### src/rtl/syn_debug_scanner.sv
// Debug snapshot scanner: streams a byte frame of 0xA5, pc, r0..r31 and a data-memory window.
// Optional trailing checksum byte when SCANNER_CHECKSUM_EN is defined.
module syn_debug_scanner #(
    parameter int ADDR_W = 10
) (
    input  logic              clk,
    input  logic              rst,
    input  logic              start,
    input  logic [ADDR_W-1:0] dm_base,
    input  logic [7:0]        dm_count,
    input  logic              run,
    output logic              cpu_en,
    input  logic [31:0]       pc_dbg,
    output logic [4:0]        regfile_req_dbg,
    input  logic [31:0]       regfile_data_dbg,
    output logic [ADDR_W-1:0] datamem_addr_dbg,
    input  logic [31:0]       datamem_data_dbg,
    output logic [7:0]        tx_data,
    output logic              tx_valid,
    input  logic              tx_ready,
    output logic              busy,
    output logic              done
);

    typedef enum logic [2:0] {IDLE, HDR, SAMPLE, SEND, CSUM, FIN} state_t;

    localparam logic [7:0] HDR_BYTE = 8'hA5;

    state_t            state_q, state_d;
    logic [ADDR_W-1:0] base_q, base_d;
    logic [7:0]        count_q, count_d;
    logic [8:0]        item_q, item_d;
    logic [1:0]        byte_q, byte_d;
    logic [23:0]       shift_q, shift_d;
    logic [7:0]        tx_data_q, tx_data_d;
    logic              tx_valid_q, tx_valid_d;
    logic [4:0]        regfile_req_q, regfile_req_d;
    logic [ADDR_W-1:0] dm_addr_q, dm_addr_d;
`ifdef SCANNER_CHECKSUM_EN
    logic [7:0]        csum_q, csum_d;
`endif

    logic        hs;
    logic [8:0]  next_item;
    logic [8:0]  last_item;
    logic [31:0] sample_word;

    // Item 0 is the pc, items 1..32 are registers, the rest are memory words.
    assign hs          = tx_valid_q & tx_ready;
    assign next_item   = item_q + 9'd1;
    assign last_item   = 9'd32 + {1'b0, count_q};
    assign sample_word = (item_q == 9'd0)  ? pc_dbg :
                         (item_q <= 9'd32) ? regfile_data_dbg : datamem_data_dbg;

    always_comb begin
        state_d       = state_q;
        base_d        = base_q;
        count_d       = count_q;
        item_d        = item_q;
        byte_d        = byte_q;
        shift_d       = shift_q;
        tx_data_d     = tx_data_q;
        tx_valid_d    = tx_valid_q;
        regfile_req_d = regfile_req_q;
        dm_addr_d     = dm_addr_q;
`ifdef SCANNER_CHECKSUM_EN
        csum_d        = csum_q;
`endif
        case (state_q)
            IDLE: begin
                if (start) begin
                    base_d     = dm_base;
                    count_d    = dm_count;
                    tx_data_d  = HDR_BYTE;
                    tx_valid_d = 1'b1;
                    state_d    = HDR;
`ifdef SCANNER_CHECKSUM_EN
                    csum_d     = 8'h00;
`endif
                end
            end
            HDR: begin
                if (hs) begin
                    tx_valid_d = 1'b0;
                    item_d     = 9'd0;
                    state_d    = SAMPLE;
                end
            end
            SAMPLE: begin
                // Debug address has been stable all cycle; capture the response now.
                tx_data_d  = sample_word[31:24];
                shift_d    = sample_word[23:0];
                tx_valid_d = 1'b1;
                byte_d     = 2'd0;
                state_d    = SEND;
            end
            SEND: begin
                if (hs) begin
`ifdef SCANNER_CHECKSUM_EN
                    csum_d = csum_q + tx_data_q;
`endif
                    if (byte_q != 2'd3) begin
                        byte_d    = byte_q + 2'd1;
                        tx_data_d = shift_q[23:16];
                        shift_d   = {shift_q[15:0], 8'h00};
                    end else if (item_q == last_item) begin
`ifdef SCANNER_CHECKSUM_EN
                        tx_data_d = csum_q + tx_data_q;
                        state_d   = CSUM;
`else
                        tx_valid_d = 1'b0;
                        state_d    = FIN;
`endif
                    end else begin
                        tx_valid_d = 1'b0;
                        item_d     = next_item;
                        state_d    = SAMPLE;
                        if (next_item <= 9'd32) begin
                            regfile_req_d = 5'(next_item - 9'd1);
                        end else if (next_item == 9'd33) begin
                            dm_addr_d = base_q;
                        end else begin
                            dm_addr_d = dm_addr_q + ADDR_W'(1);
                        end
                    end
                end
            end
`ifdef SCANNER_CHECKSUM_EN
            CSUM: begin
                if (hs) begin
                    tx_valid_d = 1'b0;
                    state_d    = FIN;
                end
            end
`endif
            FIN: begin
                state_d = IDLE;
            end
            default: begin
                state_d = IDLE;
            end
        endcase
    end

    always_ff @(posedge clk) begin
        if (rst) begin
            state_q       <= IDLE;
            base_q        <= '0;
            count_q       <= '0;
            item_q        <= '0;
            byte_q        <= '0;
            shift_q       <= '0;
            tx_data_q     <= '0;
            tx_valid_q    <= 1'b0;
            regfile_req_q <= '0;
            dm_addr_q     <= '0;
`ifdef SCANNER_CHECKSUM_EN
            csum_q        <= '0;
`endif
        end else begin
            state_q       <= state_d;
            base_q        <= base_d;
            count_q       <= count_d;
            item_q        <= item_d;
            byte_q        <= byte_d;
            shift_q       <= shift_d;
            tx_data_q     <= tx_data_d;
            tx_valid_q    <= tx_valid_d;
            regfile_req_q <= regfile_req_d;
            dm_addr_q     <= dm_addr_d;
`ifdef SCANNER_CHECKSUM_EN
            csum_q        <= csum_d;
`endif
        end
    end

    assign tx_data          = tx_data_q;
    assign tx_valid         = tx_valid_q;
    assign regfile_req_dbg  = regfile_req_q;
    assign datamem_addr_dbg = dm_addr_q;
    assign busy             = (state_q != IDLE);
    assign done             = (state_q == FIN);
    assign cpu_en           = run & ~busy;

endmodule

### config.mk
export PLATFORM = sky130hd
export DESIGN_NAME = syn_debug_scanner
export DESIGN_NICKNAME = d
export VERILOG_FILES = /design/src/rtl/syn_debug_scanner.sv
export SDC_FILE = /design/constraint.sdc
export NUM_CORES = 1
export LEC_CHECK = 0
export ABC_AREA = 1
export CORE_MARGIN = 1
export CORE_UTILIZATION = 43
export DETAILED_ROUTE_END_ITERATION = 12
export PLACE_DENSITY = 0.81
export SLEW_MARGIN = 25
export SYNTH_ARGS = -nofsm -noshare
export SYNTH_HDL_FRONTEND = slang
export SYNTH_SLANG_ARGS = --single-unit
export TNS_END_PERCENT = 100
### constraint.sdc
create_clock -name clk -period 1.9 [get_ports clk]
set_input_delay 0.19 -clock clk [delete_from_list [all_inputs] [get_ports clk]]
set_output_delay 0.19 -clock clk [all_outputs]
set_load 0.05 [all_outputs]
==> results of run 1 <==
[cells in the final DEF, fill, tap and decap left out, types with 8 or more instances in the layout]
master,instances
a21oi_1,112
buf_12,9
buf_4,57
buf_6,9
clkbuf_8,10
clkdlybuf4s50_1,142
dfxtp_1,74
inv_1,57
nand2_1,107
nand2_2,20
nand2_4,8
nand3_1,23
nor2_1,71
nor2_2,12
o211ai_1,32
o21ai_0,68
xor2_1,14
[per-layer routing]
layer | global-route usage (%) | vias up
li1 | - | 2780
met1 | 28.8 | 2581
met2 | 44.7 | 242
met3 | 3.63 | 42
met4 | 12.8 | 0
met5 | 0 | -
[through the flow]
stage / setup TNS, ns / power, mW
finish: -0.0337 / 4.87
global route: -3.45 / 5.07
CTS: 0 / 4.81
detailed placement: -0.702 / 3.42
global placement: -0.0970 / 3.40
floorplan: 0 / 2.77
[timing repair]
action,in CTS,in global routing
gates resized for setup,13,68
pin swaps,3,26
gates cloned,2,5
setup buffers,0,16
endpoints found under the setup margin,29,56
[cell type report]
type	count	share of cell area, %
Multi-Input combinational cell	536	41.0
Timing Repair Buffer	219	28.9
Sequential cell	80	21.6
Inverter	63	3.18
Tap cell	140	2.35
Clock buffer	12	1.95
Clock inverter	4	1.03
[power breakdown]
group	switching (mW)	total, mW	internal (mW)	leakage, nW
clock network	0.640	1.42	0.782	0.107
registers	0.104	1.99	1.88	0.656
logic	0.818	1.46	0.647	2.25
[sequential cells by signal, indices dropped and copies added (netlist names)]
signal / flops
count_q: 8
regfile_req_dbg: 5
byte_q: 2
tx_valid: 1
tx_data: 8
datamem_addr_dbg: 10
item_q: 9
shift_q: 24
base_q: 10
state_q: 3
[synthesized netlist by cell type (4+ instances only)]
cell type / n / area share (%)
xor2_1: 14 / 2.6
nand2_1: 129 / 10
nor2_1: 81 / 6.4
a21oi_1: 113 / 12
o211ai_1: 32 / 5.0
o21ai_0: 71 / 7.4
dfxtp_1: 80 / 34
nor3_1: 6 / 0.63
inv_2: 4 / 0.31
nand2_2: 4 / 0.52
nor2_2: 5 / 0.66
o21ai_2: 8 / 1.5
inv_1: 58 / 4.6
ha_1: 7 / 1.8
clkbuf_1: 26 / 2.0
nand3_1: 25 / 2.6
a211oi_1: 4 / 0.63
nand3_2: 5 / 1.0
buf_2: 12 / 1.3
[worst max-delay path, delay by kind of cell (launching register included)]
family | cells | cell delay [ns]
compound gates | 1 | 0.18
simple gates | 8 | 0.89
flops | 1 | 0.35
buf+inv | 2 | 0.27
fa+ha+maj | 1 | 0.16
[path summary, 6_finish.rpt]
path / from / endpoint / slack, ns / cells past startpoint
setup / recovery: item_q[0]$_SDFFE_PP0P_ / regfile_req_dbg[1]$_SDFFE_PP0P_ / -0.03 / 12
hold / removal: dm_count[6] / count_q[6]$_SDFFE_PP0P_ / 0.41 / 3
setup reg to reg: item_q[0]$_SDFFE_PP0P_ / regfile_req_dbg[1]$_SDFFE_PP0P_ / -0.03 / 12
hold reg to reg: base_q[9]$_SDFFE_PP0P_ / base_q[9]$_SDFFE_PP0P_ / 0.46 / 2
[kinds of logic (layout without fill, tap and decap cells)]
logic type | count (synthesis) | after routing | synth area share [%]
buffers and inverters | 105 | 298 | 8.99
xor gates and xnor gates | 16 | 16 | 2.94
DFF | 80 | 80 | 33.5
adders and majority gates | 7 | 7 | 1.83
and+or+nand+nor | 272 | 278 | 25.3
AOI/OAI and AO/OA | 235 | 235 | 27.4
==> impl_metrics.yaml, run 1 <==
route:
  drtIter0Drc: 265
  drcViolationCount: 0
  highest_layer: "met4"
  drt_pass1_iterations: 5
  drt-met1-wl_um: 6220
  viasPerCell: 5.36
  dr_wl_met3_um: 925
  via_count: 5645
  wire_per_inst_um: 14.6
  drt-total-wl_um: 15400
  wl_met2_um: 7680
  antenna_left: 0
timing:
  finalCritPeriodShare_pct: 101
  slew_viol_final: 0
  setup_viol: 3
  period_needed_ns: 1.93
  fmax_mhz: 519
  skew_ns: 0.00507
  hold_viol: 0
  hold-worst-slack_ns: 0.406
  layout_setup_ws_ns: -0.0253
  relSlewSlack_pct: 63.4
  worst_pin_slew_ns: 0.547
  rsz0062_at_grt: "yes"
yosys:
  yosysWarnings: 0
  yosysSeqAreaShare_pct: 33.5
  synthFlopType: "dfxtp_1"
  yosysUniqueCellTypes: 39
  syn-num-nets: 841
  syn_area_mm2: 0.00477
  synth-edff-count: 0
  syn_avg_cell_area_um2: 6.68
  ys_ff_latch: 80
  netlist_instances: 715
  async_flop_share_pct: 0
layout:
  final_core_util_pct: 68.6
  multi_input_area_mm2: 0.00305
  drive_gt1_share_pct: 19.5
  ff_latch_area_mm2: 0.00161
  n_antenna_cell: 0
  fillers: 838
  syn_to_final_growth_pct: 55.8
  design_area_mm2: 0.00744
  layout.nets: 1035
  stdcell_count: 1054
global_routing:
  overflow: 0
  grt_usage_pct: 25.0
  grt_max_degree: 48
  antenna_found_initial: 0
  grt_pass1_wl_um: 22900
  grt_pass1_vias: 5167
worst_setup_path:
  crit_path_max_fanout: 5
  critPathSlowestCell: "dfxtp_2"
  required_ns: 2.19
  startpoint_type: "register"
  crit_arrival_ns: 2.21
  path_cells: "buf_6 > ha_4 > nand3_4 > o21ai_0 > nand2_1 > inv_2 > nand3_4 > nand2_4 > nand2_8 > nand2_2 > nand2_1 > nor2_1"
  cp-end-kind: "register"
  path_class: "reg2reg"
  cpPeakStageDelay_ns: 0.35
clocking:
  clk_path_buf_depth: 2
  clock_latency_ns: 0.36
  htree_levels: 3
  cts.sinks: 80
  clkSlewWorstSetupHoldPaths_ns: 0.08
  cts_tree: "yes"
  cts_hold_buf: 0
  cts_buffers: 9
  cts_root_buffer: "clkbuf_8"
power_and_ir_drop:
  p_per_area_mw_per_mm2: 655
  ir_worst_vdd_mv: 0.417
  cellLeakagePower_nw: 3.01
floorplan:
  num_rows: 38
  die-height_um: 107
  die_w_um: 107
  initial_core_util_pct: 44.0
  io_pins: 146
  core-area_mm2: 0.0108
  dieArea_mm2: 0.0115
outcome:
  outcome: "finished, violations left"
  failed_checks: "setup timing"
placement:
  placed_area_mm2: 0.00671
  dpl.cell_count: 1015
  dp_slack_ns: -0.0696
  gp_congestion: 0.873
  portBuffers: 145
  dp.final_hpwl_um: 10600
flow_run:
  cap_viol_max_count: 0
worst_hold_path:
  hp-class: "in2reg"
Power figures use the tool's default switching activity.
==> run 2: changes to the inputs <==
--- a/config.mk
+++ b/config.mk
@@ -9,7 +9,9 @@
 export CORE_MARGIN = 1
 export CORE_UTILIZATION = 43
 export DETAILED_ROUTE_END_ITERATION = 12
+export HOLD_SLACK_MARGIN = 0.15
 export PLACE_DENSITY = 0.81
+export REMOVE_ABC_BUFFERS = 1
 export SLEW_MARGIN = 25
 export SYNTH_ARGS = -nofsm -noshare
 export SYNTH_HDL_FRONTEND = slang
==> run 2 against run 1 <==
Net effect:
- non-clock buffer count shrank 15
- register-to-register slack lost 0.05 ns
- final area shrank 1.9%
- sequential share of layout area grew 0.46 points
- clock skew grew 0.0058 ns
- die area is the same
- critical endpoint is now regfile_req_dbg[4]$_SDFFE_PP0P_
- critical path depth grew 3
- sequential power is essentially flat
- combinational power is essentially flat
- critical path type unchanged
- worst hold slack gained 0.0073 ns
- the flow still finishes with violations (setup timing)
==> impl_metrics.yaml, run 2 (synthesized netlist as in run 1, its figures left out) <==
global_routing:
  overflow: 0
  grt_max_degree: 53
  grt_pass1_vias: 4903
  antenna_found_initial: 0
  grt_pass1_wl_um: 22400
  grt_usage_pct: 24.6
worst_setup_path:
  worstRegToRegCells: 15
  regToRegSetupSlack_ns: -0.08
  crit_path_max_fanout: 5
  path_class: "reg2reg"
  r2r-end: "regfile_req_dbg[4]$_SDFFE_PP0P_"
  cp-end-kind: "register"
  crit_arrival_ns: 2.28
  startpoint_type: "register"
  setup.worst_path.start: "item_q[1]$_SDFFE_PP0P_"
  reg2reg_from: "item_q[1]$_SDFFE_PP0P_"
  required_ns: 2.20
floorplan:
  num_rows: 38
  io_pins: 146
  dieArea_mm2: 0.0115
  die_w_um: 107
  die-height_um: 107
  initial_core_util_pct: 44.0
  core-area_mm2: 0.0108
layout:
  largest_reg_flops: 24
  design_area_mm2: 0.00730
  stdcell_count: 1036
  layout_common_cells: "clkdlybuf4s50_1 (142), a21oi_1 (113), nand2_1 (111), dfxtp_1 (74), nor2_1 (71)"
  mostFrequentLayoutCell: "clkdlybuf4s50_1"
  layout.nets: 1017
  largest_register: "shift_q"
  n_antenna_cell: 0
  drive_gt1_share_pct: 17.4
  final_core_util_pct: 67.3
  syn_to_final_growth_pct: 52.8
  fillers: 936
worst_hold_path:
  hold_depth: 3
  worstHoldStart: "dm_count[3]"
  hp-class: "in2reg"
  hold_path_end: "count_q[3]$_SDFFE_PP0P_"
placement:
  dpl.cell_count: 997
  portBuffers: 145
  dp.final_hpwl_um: 10000
  dp_slack_ns: -0.00656
  gp_congestion: 0.838
  placed_area_mm2: 0.00657
route:
  drt-total-wl_um: 15400
  drcViolationCount: 0
  wire_per_inst_um: 14.8
  drtIter0Drc: 229
  antenna_left: 0
  viasPerCell: 5.31
  via_count: 5505
  drt_pass1_iterations: 4
outcome:
  outcome: "finished, violations left"
  failed_checks: "setup timing"
timing:
  layout_setup_ws_ns: -0.0760
  hold-worst-slack_ns: 0.413
  worst_pin_slew_ns: 0.533
  period_needed_ns: 1.98
  setup_viol: 13
  finalCritPeriodShare_pct: 104
  fin_setup_tns_ns: -0.434
  fmax_mhz: 506
  hold_viol: 0
  skew_ns: 0.0109
  rsz0062_at_grt: "yes"
  slew_viol_final: 0
  relSlewSlack_pct: 64.3
clocking:
  cts.sinks: 80
  clock_latency_ns: 0.36
  cts_buffers: 9
  htree_levels: 3
  clk_path_buf_depth: 2
  cts_tree: "yes"
  cts_root_buffer: "clkbuf_8"
  clkSlewWorstSetupHoldPaths_ns: 0.08
power_and_ir_drop:
  cellLeakagePower_nw: 2.95
  finalPower_mw: 4.80
  ir_worst_vdd_mv: 0.388
  p_per_area_mw_per_mm2: 657
flow_run:
  cap_viol_max_count: 0
==> run 2: cell types whose count changed in the layout (fill, tap and decap cells not counted), sizes merged <==
cell and delta:
buf -17, clkinv +2, nand2 -3, clkbuf +1, inv -1
==> run 2: worst max-delay path: stages (launching register included) <==
cell and delay, ns:
dfxtp_2 0.34, buf_6 0.10, ha_4 0.15, nand3_4 0.09
inv_2 0.08, nand2_2 0.06, nand2_2 0.09, nand3_2 0.11
nor2_4 0.21, buf_6 0.13, nand3_4 0.12, nand2_4 0.14
nand2_4 0.09, nand2_2 0.06, nand2_1 0.05, nor2_1 0.10
==> run 2: layout make-up <==
class	instances	area [um2]	share of cell area (%)
Inverter	63	236	3.24
Timing Repair Buffer	204	2070	28.4
Clock buffer	11	131	1.80
Tap cell	140	175	2.40
Clock inverter	5	81.3	1.11
Multi-Input combinational cell	533	2990	40.9
Sequential cell	80	1610	22.1
==> run 2: what timing repair did <==
item | in CTS | in global routing
cloned | 1 | 7
setup buffers | 1 | 14
hold endpoints to repair | 0 | 0
hold buffers | 0 | 0
resized for setup | 10 | 67
pin swaps | 2 | 26
setup endpoints to repair | 14 | 58
==> run 2: layer usage <==
metal	track usage [%]	wire length [um]	up-vias
met5	0	0	-
met4	10.8	320	0
met3	4.36	926	30
met2	42.9	7950	204
met1	29.4	6170	2516
li1	-	-	2755
==> run 2: worst max path at each step <==
| stage | slack [ns] | end | depth (start not counted) |
|---|---|---|---|
| floorplan | -1.05 | shift_q[11]$_SDFFE_PP0P_ | 8 |
| global placement | 0.04 | datamem_addr_dbg[4]$_SDFFE_PP0P_ | 13 |
| detailed placement | -0.007 | datamem_addr_dbg[2]$_SDFFE_PP0P_ | 13 |
| CTS | 0.002 | datamem_addr_dbg[1]$_SDFFE_PP0P_ | 14 |
| global route | -0.18 | regfile_req_dbg[4]$_SDFFE_PP0P_ | 15 |
| finish | -0.08 | regfile_req_dbg[4]$_SDFFE_PP0P_ | 15 |
==> run 2: power by group <==
group | total, mW | internal, mW | switching (mW)
combinational | 1.43 | 0.634 | 0.792
sequential | 1.99 | 1.88 | 0.110
clock | 1.38 | 0.741 | 0.637
==> run 3: changes to the inputs <==
--- a/config.mk
+++ b/config.mk
@@ -6,7 +6,7 @@
 export NUM_CORES = 1
 export LEC_CHECK = 0
 export ABC_AREA = 1
-export CORE_MARGIN = 1
+export CORE_MARGIN = 4
 export CORE_UTILIZATION = 43
 export DETAILED_ROUTE_END_ITERATION = 12
 export HOLD_SLACK_MARGIN = 0.15
==> run 3 against run 2 <==
Net effect:
- the flow still finishes with violations (setup timing)
- worst hold slack better by 0.0076 ns
- non-clock buffer count down 5
- via count up 1.0%
- sequential cell count unchanged
- die area up 11%
- sequential power about the same
- combinational power about the same
- cell count down 0.29%
- global-route usage down 2.9 points
- clock-buffer cell count down 1
- routed wire length up 4.0%
- clock power up 13%
- critical path type unchanged
- largest cell class unchanged
- highest routed layer unchanged
==> impl_metrics.yaml, run 3 (synthesized netlist as in run 1, its figures left out) <==
worst_setup_path:
  crit_arrival_ns: 2.21
  crit_path_max_fanout: 9
  startpoint_type: "register"
  cp-end-kind: "register"
  worst-path-stages: 13
  path_class: "reg2reg"
  critPathBufInv: 2
  regToRegSetupSlack_ns: -0.05
  critPathSlowestCell: "dfxtp_2"
  critPathCapture: "datamem_addr_dbg[2]$_SDFFE_PP0P_"
  cpPeakStageDelay_ns: 0.35
  crit_family: "simple AND/OR/NAND/NOR gates"
  setup.worst_path.start: "item_q[0]$_SDFFE_PP0P_"
  worstRegToRegCells: 13
  path_cells: "buf_6 > ha_4 > or2_0 > and2_4 > nor2_4 > nand2_2 > nor2_4 > buf_12 > nand2_4 > nand3_1 > o21ai_2 > nor2_1 > nor2_1"
  reg2reg_from: "item_q[0]$_SDFFE_PP0P_"
  r2r-end: "datamem_addr_dbg[2]$_SDFFE_PP0P_"
  required_ns: 2.16
clocking:
  cts_tree: "yes"
  cts.sinks: 80
  clkSlewWorstSetupHoldPaths_ns: 0.09
  htree_levels: 3
  cts_buffers: 9
  cts_root_buffer: "clkbuf_8"
  clk_path_buf_depth: 2
  clock_latency_ns: 0.35
route:
  drt-total-wl_um: 16000
  wire_per_inst_um: 15.5
  antenna_left: 0
  drcViolationCount: 0
  drtIter0Drc: 292
  drt_pass1_iterations: 5
  viasPerCell: 5.38
  via_count: 5560
power_and_ir_drop:
  p_seq_share_pct: 40.2
  ir_worst_vdd_mv: 0.493
  p_per_area_mw_per_mm2: 669
  p_int_mw: 3.38
  switching_power_mw: 1.57
  combPwrFrac_pct: 28.3
  cellLeakagePower_nw: 2.98
  switching_share_pct: 31.8
  finalPower_mw: 4.95
  p_clk_share_pct: 31.5
layout:
  syn_to_final_growth_pct: 55.1
  layout_common_cells: "clkdlybuf4s50_1 (141), a21oi_1 (113), nand2_1 (112), nor2_1 (74), dfxtp_1 (74)"
  n_antenna_cell: 0
  drive_gt1_share_pct: 19.1
  fillers: 874
  ff_latch_area_mm2: 0.00161
  final_core_util_pct: 68.3
  mostFrequentLayoutCell: "clkdlybuf4s50_1"
  largest_reg_flops: 24
  multi_input_area_mm2: 0.00307
  design_area_mm2: 0.00741
  largest_register: "shift_q"
  layout.nets: 1014
timing:
  setup_viol: 8
  rsz0062_at_grt: "yes"
  fin_setup_tns_ns: -0.135
  skew_ns: 0.0135
  fmax_mhz: 512
  layout_setup_ws_ns: -0.0515
  finalCritPeriodShare_pct: 103
  period_needed_ns: 1.95
  worst_pin_slew_ns: 0.536
  hold_viol: 0
  slew_viol_final: 0
  relSlewSlack_pct: 64.1
placement:
  placed_area_mm2: 0.00659
  gp_congestion: 0.857
  dp.final_hpwl_um: 10300
  portBuffers: 145
floorplan:
  io_pins: 146
  dieArea_mm2: 0.0129
  die-height_um: 113
  die_w_um: 113
  num_rows: 38
  initial_core_util_pct: 44.0
  core-area_mm2: 0.0108
worst_hold_path:
  hp-class: "in2reg"
global_routing:
  grt_pass1_wl_um: 22900
  grt_usage_pct: 21.6
  antenna_found_initial: 0
  grt_pass1_vias: 5051
  overflow: 0
  grt_max_degree: 57
outcome:
  outcome: "finished, violations left"
  failed_checks: "setup timing"
flow_run:
  cap_viol_max_count: 0
## run 3: final cells by class
type                            count  share of cell area [%]
Sequential cell                    80                    21.7
Clock buffer                       10                    1.72
Clock inverter                      6                    1.55
Timing Repair Buffer              199                    27.9
Inverter                           63                    3.19
Tap cell                          140                    2.37
Multi-Input combinational cell    535                    41.5
## run 3: repair_timing
action / CTS / global route
buffers inserted: 2 / 6
hold buffers: 0 / 0
setup endpoints to repair: 17 / 51
gates cloned: 1 / 9
pin swaps: 3 / 52
gates resized for setup: 13 / 91
## run 3: worst min-delay path, cell delays in order
cell and delay, ns:
clkdlybuf4s50_1 0.40, nand3_1 0.08, a21oi_1 0.06
## run 3: routing by layer
metal	vias up	global-route usage, %	part of all wire, %
met5	-	0	0
met4	0	6.97	2.4
met3	36	4.35	6.1
met2	199	38.9	52
met1	2573	25.8	40
li1	2752	-	-
## run 3: power groups by stage
stage,Combinational [mW],Clock (mW),Sequential [mW]
finish,1.40,1.56,1.99
CTS,1.37,1.56,1.98
global placement,1.35,0,2.02
global route,1.53,1.64,2.01
detailed placement,1.37,0,2.02
floorplan,0.588,0,2.15
## run 3: worst min-delay path by stage
stage	startpoint	endpoint	slack, ns	depth (start not counted)
after global routing	dm_count[4]	count_q[4]$_SDFFE_PP0P_	0.42	3
final	dm_count[0]	count_q[0]$_SDFFE_PP0P_	0.42	3
after detailed placement	shift_q[6]$_SDFFE_PP0P_	shift_q[6]$_SDFFE_PP0P_	0.46	2
after CTS	dm_count[0]	count_q[0]$_SDFFE_PP0P_	0.41	3
after global placement	base_q[9]$_SDFFE_PP0P_	base_q[9]$_SDFFE_PP0P_	0.44	2
after floorplan	rst	byte_q[1]$_SDFFE_PP0P_	0.26	1
## run 3: metrics by stage
step	hold WS, ns	instances	setup slack (ns)
5_1_grt	0.424	1033	-0.162
3_3_place_gp	0.444	999	-0.00838
3_5_place_dp	0.459	999	-0.0818
2_1_floorplan	0.259	673	-1.05
4_1_cts	0.411	1018	0.0107
6_report	0.421	1033	-0.0515
